$ cat src/rtl/lu_wb_queue.sv
// Writeback queue behind the 64-bit logic unit: in-order FIFO of {tag, result} drained to one RF write port.
// Optional operand forwarding of pending results is compiled in with `define LU_WB_FWD_EN.
module lu_wb_queue #(
  parameter int DATA_W = 64,
  parameter int TAG_W  = 5,
  parameter int DEPTH  = 4
) (
  input  logic                       clk,
  input  logic                       rst_n,
  input  logic                       in_valid,
  output logic                       in_ready,
  input  logic [5:0]                 in_sel,
  input  logic [DATA_W-1:0]          in_result,
  input  logic [TAG_W-1:0]           in_tag,
  output logic                       wr_en,
  input  logic                       wr_grant,
  output logic [TAG_W-1:0]           wr_addr,
  output logic [DATA_W-1:0]          wr_data,
  output logic [$clog2(DEPTH):0]     count,
  output logic                       illegal_op,
  input  logic [TAG_W-1:0]           fwd_tag,
  output logic                       fwd_hit,
  output logic [DATA_W-1:0]          fwd_data
);

  localparam int PTR_W = $clog2(DEPTH);
  localparam int CNT_W = PTR_W + 1;

  logic [PTR_W-1:0]  head_q, head_d;
  logic [PTR_W-1:0]  tail_q, tail_d;
  logic [CNT_W-1:0]  count_q, count_d;
  logic              illegal_q, illegal_d;
  logic [TAG_W-1:0]  tag_mem_q  [DEPTH];
  logic [TAG_W-1:0]  tag_mem_d  [DEPTH];
  logic [DATA_W-1:0] data_mem_q [DEPTH];
  logic [DATA_W-1:0] data_mem_d [DEPTH];

  logic legal_s;
  logic push_s;
  logic pop_s;

  // Logic-unit group is 6'b100000..6'b100111; anything else completes the handshake but is dropped.
  assign legal_s  = (in_sel >= 6'b100000) && (in_sel <= 6'b100111);
  assign in_ready = (count_q < CNT_W'(DEPTH));
  assign wr_en    = (count_q != {CNT_W{1'b0}});
  assign push_s   = in_valid & in_ready & legal_s;
  assign pop_s    = wr_en & wr_grant;

  assign wr_addr    = wr_en ? tag_mem_q[head_q]  : {TAG_W{1'b0}};
  assign wr_data    = wr_en ? data_mem_q[head_q] : {DATA_W{1'b0}};
  assign count      = count_q;
  assign illegal_op = illegal_q;

  // Next-state for pointers, occupancy, storage and the illegal-opcode pulse.
  always_comb begin
    tag_mem_d  = tag_mem_q;
    data_mem_d = data_mem_q;
    illegal_d  = in_valid & in_ready & ~legal_s;

    if (push_s) begin
      tag_mem_d[tail_q]  = in_tag;
      data_mem_d[tail_q] = in_result;
      tail_d             = tail_q + PTR_W'(1);
    end else begin
      tail_d = tail_q;
    end

    if (pop_s) begin
      head_d = head_q + PTR_W'(1);
    end else begin
      head_d = head_q;
    end

    case ({push_s, pop_s})
      2'b10:   count_d = count_q + CNT_W'(1);
      2'b01:   count_d = count_q - CNT_W'(1);
      default: count_d = count_q;
    endcase
  end

  // State registers; storage is cleared too so outputs never carry X after reset.
  always_ff @(posedge clk or negedge rst_n) begin
    if (!rst_n) begin
      head_q    <= {PTR_W{1'b0}};
      tail_q    <= {PTR_W{1'b0}};
      count_q   <= {CNT_W{1'b0}};
      illegal_q <= 1'b0;
      for (int i = 0; i < DEPTH; i++) begin
        tag_mem_q[i]  <= {TAG_W{1'b0}};
        data_mem_q[i] <= {DATA_W{1'b0}};
      end
    end else begin
      head_q     <= head_d;
      tail_q     <= tail_d;
      count_q    <= count_d;
      illegal_q  <= illegal_d;
      tag_mem_q  <= tag_mem_d;
      data_mem_q <= data_mem_d;
    end
  end

`ifdef LU_WB_FWD_EN
  logic [PTR_W-1:0] fwd_idx_s;

  // Youngest-first scan of occupied slots; an entry popping this cycle is still pending.
  always_comb begin
    fwd_hit   = 1'b0;
    fwd_data  = {DATA_W{1'b0}};
    fwd_idx_s = {PTR_W{1'b0}};
    for (int i = 0; i < DEPTH; i++) begin
      fwd_idx_s = tail_q - PTR_W'(i + 1);
      if (!fwd_hit && (CNT_W'(i) < count_q) && (tag_mem_q[fwd_idx_s] == fwd_tag)) begin
        fwd_hit  = 1'b1;
        fwd_data = data_mem_q[fwd_idx_s];
      end else begin
        fwd_hit  = fwd_hit;
        fwd_data = fwd_data;
      end
    end
  end
`else
  logic fwd_tag_unused;

  assign fwd_tag_unused = ^fwd_tag;
  assign fwd_hit        = 1'b0;
  assign fwd_data       = {DATA_W{1'b0}};
`endif

endmodule

$ cat config.mk
export PLATFORM = sky130hd
export DESIGN_NAME = lu_wb_queue
export DESIGN_NICKNAME = d
export VERILOG_FILES = /design/src/rtl/lu_wb_queue.sv
export SDC_FILE = /design/constraint.sdc
export NUM_CORES = 1
export LEC_CHECK = 0
export BUFFER_PORTS_ARGS = -buffer_cell sky130_fd_sc_hd__buf_2
export CAP_MARGIN = 20
export CELL_PAD_IN_SITES_DETAIL_PLACEMENT = 0
export CELL_PAD_IN_SITES_GLOBAL_PLACEMENT = 2
export CORE_MARGIN = 8
export CORE_UTILIZATION = 44
export CTS_CLUSTER_DIAMETER = 100
export DETAILED_ROUTE_END_ITERATION = 10
export PLACE_DENSITY_LB_ADDON = 0.3
export RECOVER_POWER = 100
export SYNTH_ARGS = -nofsm -noshare
export SYNTH_HDL_FRONTEND = slang
export SYNTH_SLANG_ARGS = --single-unit
export TNS_END_PERCENT = 10
$ cat constraint.sdc
create_clock -name clk -period 2.95 [get_ports clk]
set_input_delay 0.4425 -clock clk [delete_from_list [all_inputs] [get_ports clk]]
set_output_delay 0.4425 -clock clk [all_outputs]
set_load 0.05 [all_outputs]
==> impl_metrics.toml, run 1 <==
[place]
post_dp_cell_area_mm2 = 0.01446
routabilityCongestion = 0.7083
buffer_ports.inserted = 150
detailedPlace.worstSlack_ns = 0.5856
hpwl_um = 18060
placed_cells = 1363

[power]
power.density_cell_area_mw_per_mm2 = 1063
leakage_nw = 7.430
ir_worst_vdd_v = 0.0005427
totalPowerFinal_mw = 16.21

[sta]
finalHoldViolations = 0
timing_max_transition_violations_final = 81
final_critical_path_time_including_i_o_delays_and_setup_ns = 2.769
crit_path_setup_slack_layout_ns = 0.1810
setup_viol = 0
max-slew-margin-rel = -0.5281
setup_tns_ns = 0
timing_worst_slew_pin_value_ns = 2.292
finalClockSkew_ns = 0.01321
final_min_period_over_clock_period = 0.9387
rsz0062_at_grt = "no"
max_clock_freq_ghz = 0.3611
post_route_worst_hold_slack_ns = 0.1512

[global_route]
grt_overflow_total = 0
first_global_vias = 8127
grt_pass1_wl_um = 46170
gr_usage_total = 0.1580
grt_antenna_before_repair = 4
maximum_number_of_pins_on_one_net_before_global_route_repair = 84

[critical_path]
critPathArrivalTime_ns = 2.33
capture_point_of_the_worst_path = "wr_data[10]"
worst_ep_required_time_ns = 2.51
critical_path.max_stage_delay_ns = 0.54
cp_max_fo = 8
cp_num_buf_inv = 2
setup.worst_path.class = "flip-flop to primary output"
ff2ff_setup_slack_ns = 0.30
worst-r2r-cell-count = 4
endpoint_kind = "primary output"
critical_path.startpoint_type = "flip-flop"
cpLargestDelayFamily = "buffers and inverters"
path_depth = 4
ordered_cell_list_for_the_critical_path = "clkbuf_2 > mux4_2 > and2_1 > clkbuf_2"
regToRegStartpoint = "count[2]"
critPathSlowestCell = "sky130_fd_sc_hd__mux4_2"
worst_path_most_repeated_cell = "sky130_fd_sc_hd__clkbuf_2"
critical_path.reg2reg.endpoint = "data_mem_q[215]"
worst_setup_path_startpoint = "head_q[0]"

[die]
io_pins = 224
row_count = 64
dieWidth_um = 191.5
initial_core_util = 0.4453
die-height_um = 191.5
design.die.area_mm2 = 0.03666
core_area_mm2 = 0.03043

[final_layout]
drive_above_1_share = 0.5205
syn_to_final_growth_pct = 12.53
final_non_filler_cell_total = 1421
stdcell_area_mm2 = 0.01525
finalCoreUtilization = 0.5011
layout.nets = 1096
num-fill-cells = 2713

[synthesis]
number_of_register_bits_inferred_by_synthesis = 284
synth_largest_area_cell = "sky130_fd_sc_hd__dfrtp_1"
ys_seq_area_frac = 0.5245
post_synth_inst_count = 852
netlist_area_mm2 = 0.01355
post_synth.cell_area_avg_um2 = 15.90
synthTopCellsByArea = "sky130_fd_sc_hd__dfrtp_1, sky130_fd_sc_hd__mux2_2, sky130_fd_sc_hd__mux4_2"
synth_top_area_share = 0.5245
synthDistinctLibCells = 23
yosys_warnings = 0

[cts]
cts_num_sinks = 284
max-clock-path-buffers = 3
clkSlewWorstSetupHoldPaths_ns = 0.06
worst_skew_pair.late_latency_ns = 0.56
cts_tree = "yes"
cts-root-buf = "sky130_fd_sc_hd__clkbuf_16"
cts_inserted_buffers = 31
cts_htree_levels = 1

[min_path]
hold_path.class = "primary input to flip-flop"

[drt]
drc_errors = 0
drt_pass1_iterations = 4
detailedRoute.firstIterationViolations = 283
antenna_left = 0
route.vias.total = 7253
wirelength_routed_um = 28780
routedWlPerCell_um = 20.25
post_drt_via_cell_ratio = 5.104

[run_status]
failed_checks = "max-capacitance violations, max-slew violations"
status = "complete, but fails checks"

[flow_run]
cap_viol_max_count = 1
[Yosys cell counts]
master,instances
sky130_fd_sc_hd__mux4_2,69
sky130_fd_sc_hd__mux2_4,40
sky130_fd_sc_hd__mux2_2,237
sky130_fd_sc_hd__conb_1,1
sky130_fd_sc_hd__nand3_1,1
sky130_fd_sc_hd__o311a_1,1
sky130_fd_sc_hd__buf_2,8
sky130_fd_sc_hd__xnor2_1,4
sky130_fd_sc_hd__dfrtp_1,284
sky130_fd_sc_hd__buf_4,89
sky130_fd_sc_hd__ha_1,5
sky130_fd_sc_hd__inv_1,7
sky130_fd_sc_hd__buf_12,8
sky130_fd_sc_hd__xor2_1,2
sky130_fd_sc_hd__or3_1,1
sky130_fd_sc_hd__mux2i_1,1
sky130_fd_sc_hd__and3_1,4
sky130_fd_sc_hd__fa_1,1
sky130_fd_sc_hd__and2_1,70
sky130_fd_sc_hd__nor2_1,1
sky130_fd_sc_hd__nor4b_4,1
sky130_fd_sc_hd__nand2_1,1
sky130_fd_sc_hd__clkbuf_1,16
[state kept, by name (all words and copies together) (netlist names)]
register and flops:
count 3, data_mem_q 256, head_q 2, illegal_op 1, tag_mem_q 20, tail_q 2
[kinds of logic (layout without fill, tap and decap cells)]
kind of cell / after synthesis / count (layout) / synth area share
AND/OR/NAND/NOR: 79 / 79 / 0.03731
XOR/XNOR: 6 / 6 / 0.003878
other: 1 / 66 / 0.0002768
flip-flops: 284 / 284 / 0.5245
buffers and inverters: 128 / 236 / 0.07046
adder cells (fa/ha/maj): 6 / 6 / 0.006095
multiplexers: 347 / 347 / 0.3567
AO/OA/AOI/OAI: 1 / 1 / 0.0007388
[layout make-up]
cell class                      count  area [um2]  area share
Multi-Input combinational cell    504        5599      0.3672
Sequential cell                   284        7114      0.4666
Timing Repair Buffer              178        1075     0.07049
Inverter                            7       26.28    0.001723
Clock inverter                      6       36.28    0.002380
Clock buffer                       45       898.4     0.05892
Tap cell                          396       495.5     0.03250
Antenna cell                        1       2.502   0.0001641
[cell usage in the layout (no fill, tap or decap), types with 2 or more instances in the layout]
master                      instances
sky130_fd_sc_hd__and2_1            69
sky130_fd_sc_hd__and3_4             3
sky130_fd_sc_hd__buf_12             9
sky130_fd_sc_hd__buf_2             80
sky130_fd_sc_hd__buf_4             12
sky130_fd_sc_hd__buf_6              3
sky130_fd_sc_hd__clkbuf_1          13
sky130_fd_sc_hd__clkbuf_16         31
sky130_fd_sc_hd__clkbuf_2          66
sky130_fd_sc_hd__clkbuf_8           7
sky130_fd_sc_hd__clkinv_2           4
sky130_fd_sc_hd__conb_1            65
sky130_fd_sc_hd__dfrtp_1          282
sky130_fd_sc_hd__dfrtp_4            2
sky130_fd_sc_hd__ha_1               5
sky130_fd_sc_hd__inv_1              7
sky130_fd_sc_hd__mux2_1            35
sky130_fd_sc_hd__mux2_2           237
sky130_fd_sc_hd__mux2_4             5
sky130_fd_sc_hd__mux4_2            69
sky130_fd_sc_hd__xnor2_1            4
sky130_fd_sc_hd__xor2_1             2
[where the power goes]
| part | total (mW) | internal (mW) | switching [mW] |
|---|---|---|---|
| sequential | 5.82 | 5.18 | 0.637 |
| clock | 3.57 | 2.08 | 1.49 |
| combinational | 6.82 | 2.80 | 4.02 |
| total | 16.2 | 10.1 | 6.14 |
[per-layer routing]
metal | wire (um) | track usage | vias up
li1 | - | - | 3234
met1 | 12670 | 0.2135 | 3823
met2 | 14120 | 0.2617 | 151
met3 | 1502 | 0.03356 | 39
met4 | 454 | 0.02931 | 6
met5 | 34 | 0 | -
[worst min-delay path by stage]
stage                     depth (start not counted)       startpoint  slack, ns              end
after floorplan                                   0            rst_n       0.15         count[0]
after global placement                            1  data_mem_q[112]       0.48  data_mem_q[112]
after detailed placement                          1  data_mem_q[113]       0.49  data_mem_q[113]
after CTS                                         2         in_valid       0.13       illegal_op
after global routing                              2         in_valid       0.14       illegal_op
final                                             2    in_result[60]       0.15  data_mem_q[124]
[what timing repair did]
action	4_1_cts	5_1_grt
setup buffers	0	5
hold buffers	1	0
hold endpoints to repair	75	0
setup endpoints to repair	8	36
gates resized for setup	1	0
No activity file was read; power rests on OpenSTA's default activity.
==> run 2: changes to the inputs <==
--- a/config.mk
+++ b/config.mk
@@ -13,7 +13,7 @@
 export CORE_UTILIZATION = 44
 export CTS_CLUSTER_DIAMETER = 100
 export DETAILED_ROUTE_END_ITERATION = 10
-export PLACE_DENSITY_LB_ADDON = 0.3
+export PLACE_DENSITY_LB_ADDON = 0.12
 export RECOVER_POWER = 100
 export SYNTH_ARGS = -nofsm -noshare
 export SYNTH_HDL_FRONTEND = slang
==> impl_metrics.toml, run 2 (synthesis gave the netlist of run 1 again) <==
[final_layout]
area.sequential_mm2 = 0.007114
num-fill-cells = 2730
largest_register_ff_count = 256
layout.nets = 1095
layout_commonest_cell = "sky130_fd_sc_hd__dfrtp_1"
largest-register = "data_mem_q"
stdcell_area_mm2 = 0.01533
drive_above_1_share = 0.5238
layout_common_cells = "sky130_fd_sc_hd__dfrtp_1, sky130_fd_sc_hd__mux2_2, sky130_fd_sc_hd__buf_2"
syn_to_final_growth_pct = 13.13
multiInputGateArea_mm2 = 0.005614

[critical_path]
endpoint_kind = "primary output"
setup.worst_path.class = "flip-flop to primary output"
ordered_cell_list_for_the_critical_path = "or3_2 > clkbuf_4 > and2_0 > buf_2"
critical_path.startpoint_type = "flip-flop"
cp_num_buf_inv = 2
cpLargestDelayFamily = "simple AND/OR/NAND/NOR gates"
critPathArrivalTime_ns = 2.33
ff2ff_setup_slack_ns = 0.34
worst_ep_required_time_ns = 2.51
worst_setup_path_startpoint = "count[0]"
critical_path.max_stage_delay_ns = 0.51
worst-r2r-cell-count = 4
capture_point_of_the_worst_path = "wr_data[12]"
critical_path.reg2reg.endpoint = "data_mem_q[197]"
critPathSlowestCell = "sky130_fd_sc_hd__or3_2"
path_depth = 4
regToRegStartpoint = "count[2]"
cp_max_fo = 35

[global_route]
gr_usage_total = 0.1607
grt_pass1_wl_um = 46880
first_global_vias = 8174
grt_antenna_before_repair = 7
grt_overflow_total = 0
maximum_number_of_pins_on_one_net_before_global_route_repair = 80

[min_path]
worst_hold_path.num_cells = 2
hold_path.class = "primary input to flip-flop"

[cts]
clkSlewWorstSetupHoldPaths_ns = 0.06
cts_htree_levels = 1
cts_resized = 0
max-clock-path-buffers = 3
cts-root-buf = "sky130_fd_sc_hd__clkbuf_16"
cts_inserted_buffers = 31
cts_num_sinks = 284
worst_skew_pair.late_latency_ns = 0.55
cts_tree = "yes"

[place]
hpwl_um = 18460
buffer_ports.inserted = 150
post_dp_cell_area_mm2 = 0.01450
routabilityCongestion = 0.6967

[die]
die-height_um = 191.5
design.die.area_mm2 = 0.03666
dieWidth_um = 191.5
io_pins = 224
row_count = 64
initial_core_util = 0.4453
core_area_mm2 = 0.03043

[run_status]
status = "complete, no violations"

[drt]
drt_pass1_iterations = 4
routedWlPerCell_um = 20.23
drc_errors = 0
detailedRoute.firstIterationViolations = 279
antenna_left = 0
route.vias.total = 7310
post_drt_via_cell_ratio = 5.123
wirelength_routed_um = 28870

[sta]
final_critical_path_time_including_i_o_delays_and_setup_ns = 2.776
setup_tns_ns = 0
max-slew-margin-rel = 0.02982
finalClockSkew_ns = 0.008755
timing_max_transition_violations_final = 0
timing_worst_slew_pin_value_ns = 1.455
rsz0062_at_grt = "no"
final_min_period_over_clock_period = 0.9411
finalHoldViolations = 0
max_clock_freq_ghz = 0.3602
setup_viol = 0

[power]
leakage_nw = 7.472
ir_worst_vdd_v = 0.0005725
power.density_cell_area_mw_per_mm2 = 1069

[flow_run]
cap_viol_max_count = 0
==> run 2: changes by cell type in the layout (fill, tap and decap cells not counted), sizes merged <==
cell / previous run / this run
diode: 1 / 2
clkbuf: 118 / 105
clkinv: 4 / 7
buf: 104 / 119
clkinvlp: 1 / 0
dlymetal6s4s: 0 / 1
==> run 2: how the worst min path moves through the flow <==
stage / start / endpoint / slack [ns]
after CTS: in_valid / illegal_op / 0.11
final: in_valid / illegal_op / 0.14
after global routing: in_valid / illegal_op / 0.13
after detailed placement: rst_n / tag_mem_q[8] / 0.49
after global placement: data_mem_q[84] / data_mem_q[84] / 0.48
after floorplan: rst_n / count[0] / 0.15
==> run 2: what timing repair did <==
item	in CTS	in global routing
buffers inserted	0	2
hold buffers	1	0
endpoints found under the setup margin	0	5
endpoints found under the hold margin	72	0
==> run 2: cell type report <==
type / instances / share of cell area
antenna: 2 / 0.0003265
tap: 396 / 0.03232
timing repair buffer: 177 / 0.06889
multi-input combinational: 504 / 0.3663
inverter: 7 / 0.001714
sequential: 284 / 0.4641
clock buffer: 49 / 0.06350
clock inverter: 8 / 0.002857
==> run 2: power breakdown <==
part / leakage (nW) / internal, mW / switching [mW]
Clock: 0.513 / 2.24 / 1.54
Combinational: 3.17 / 2.79 / 4.00
Sequential: 3.79 / 5.18 / 0.629
Total: 7.47 / 10.2 / 6.17
==> run 2: metal layers <==
layer,vias up,share of wire,GRT usage
li1,3237,-,-
met1,3873,0.45,0.2214
met2,145,0.48,0.2576
met3,45,0.054,0.03849
met4,10,0.016,0.03108
met5,-,0.0019,0
==> run 2: through the flow <==
step           power [mW]  std cells  setup WS [ns]  hold slack [ns]  utilization
3_5_place_dp        12.96       1365         0.6483           0.4894       0.4766
3_3_place_gp        12.86       1365         0.6348           0.4838       0.4766
2_1_floorplan       11.31        916         0.3217           0.1469            -
4_1_cts             16.82       1423        0.04589           0.1096       0.5103
5_1_grt             17.34       1427        0.06873           0.1293       0.5037
6_report            16.39       1427         0.1737           0.1407       0.5037
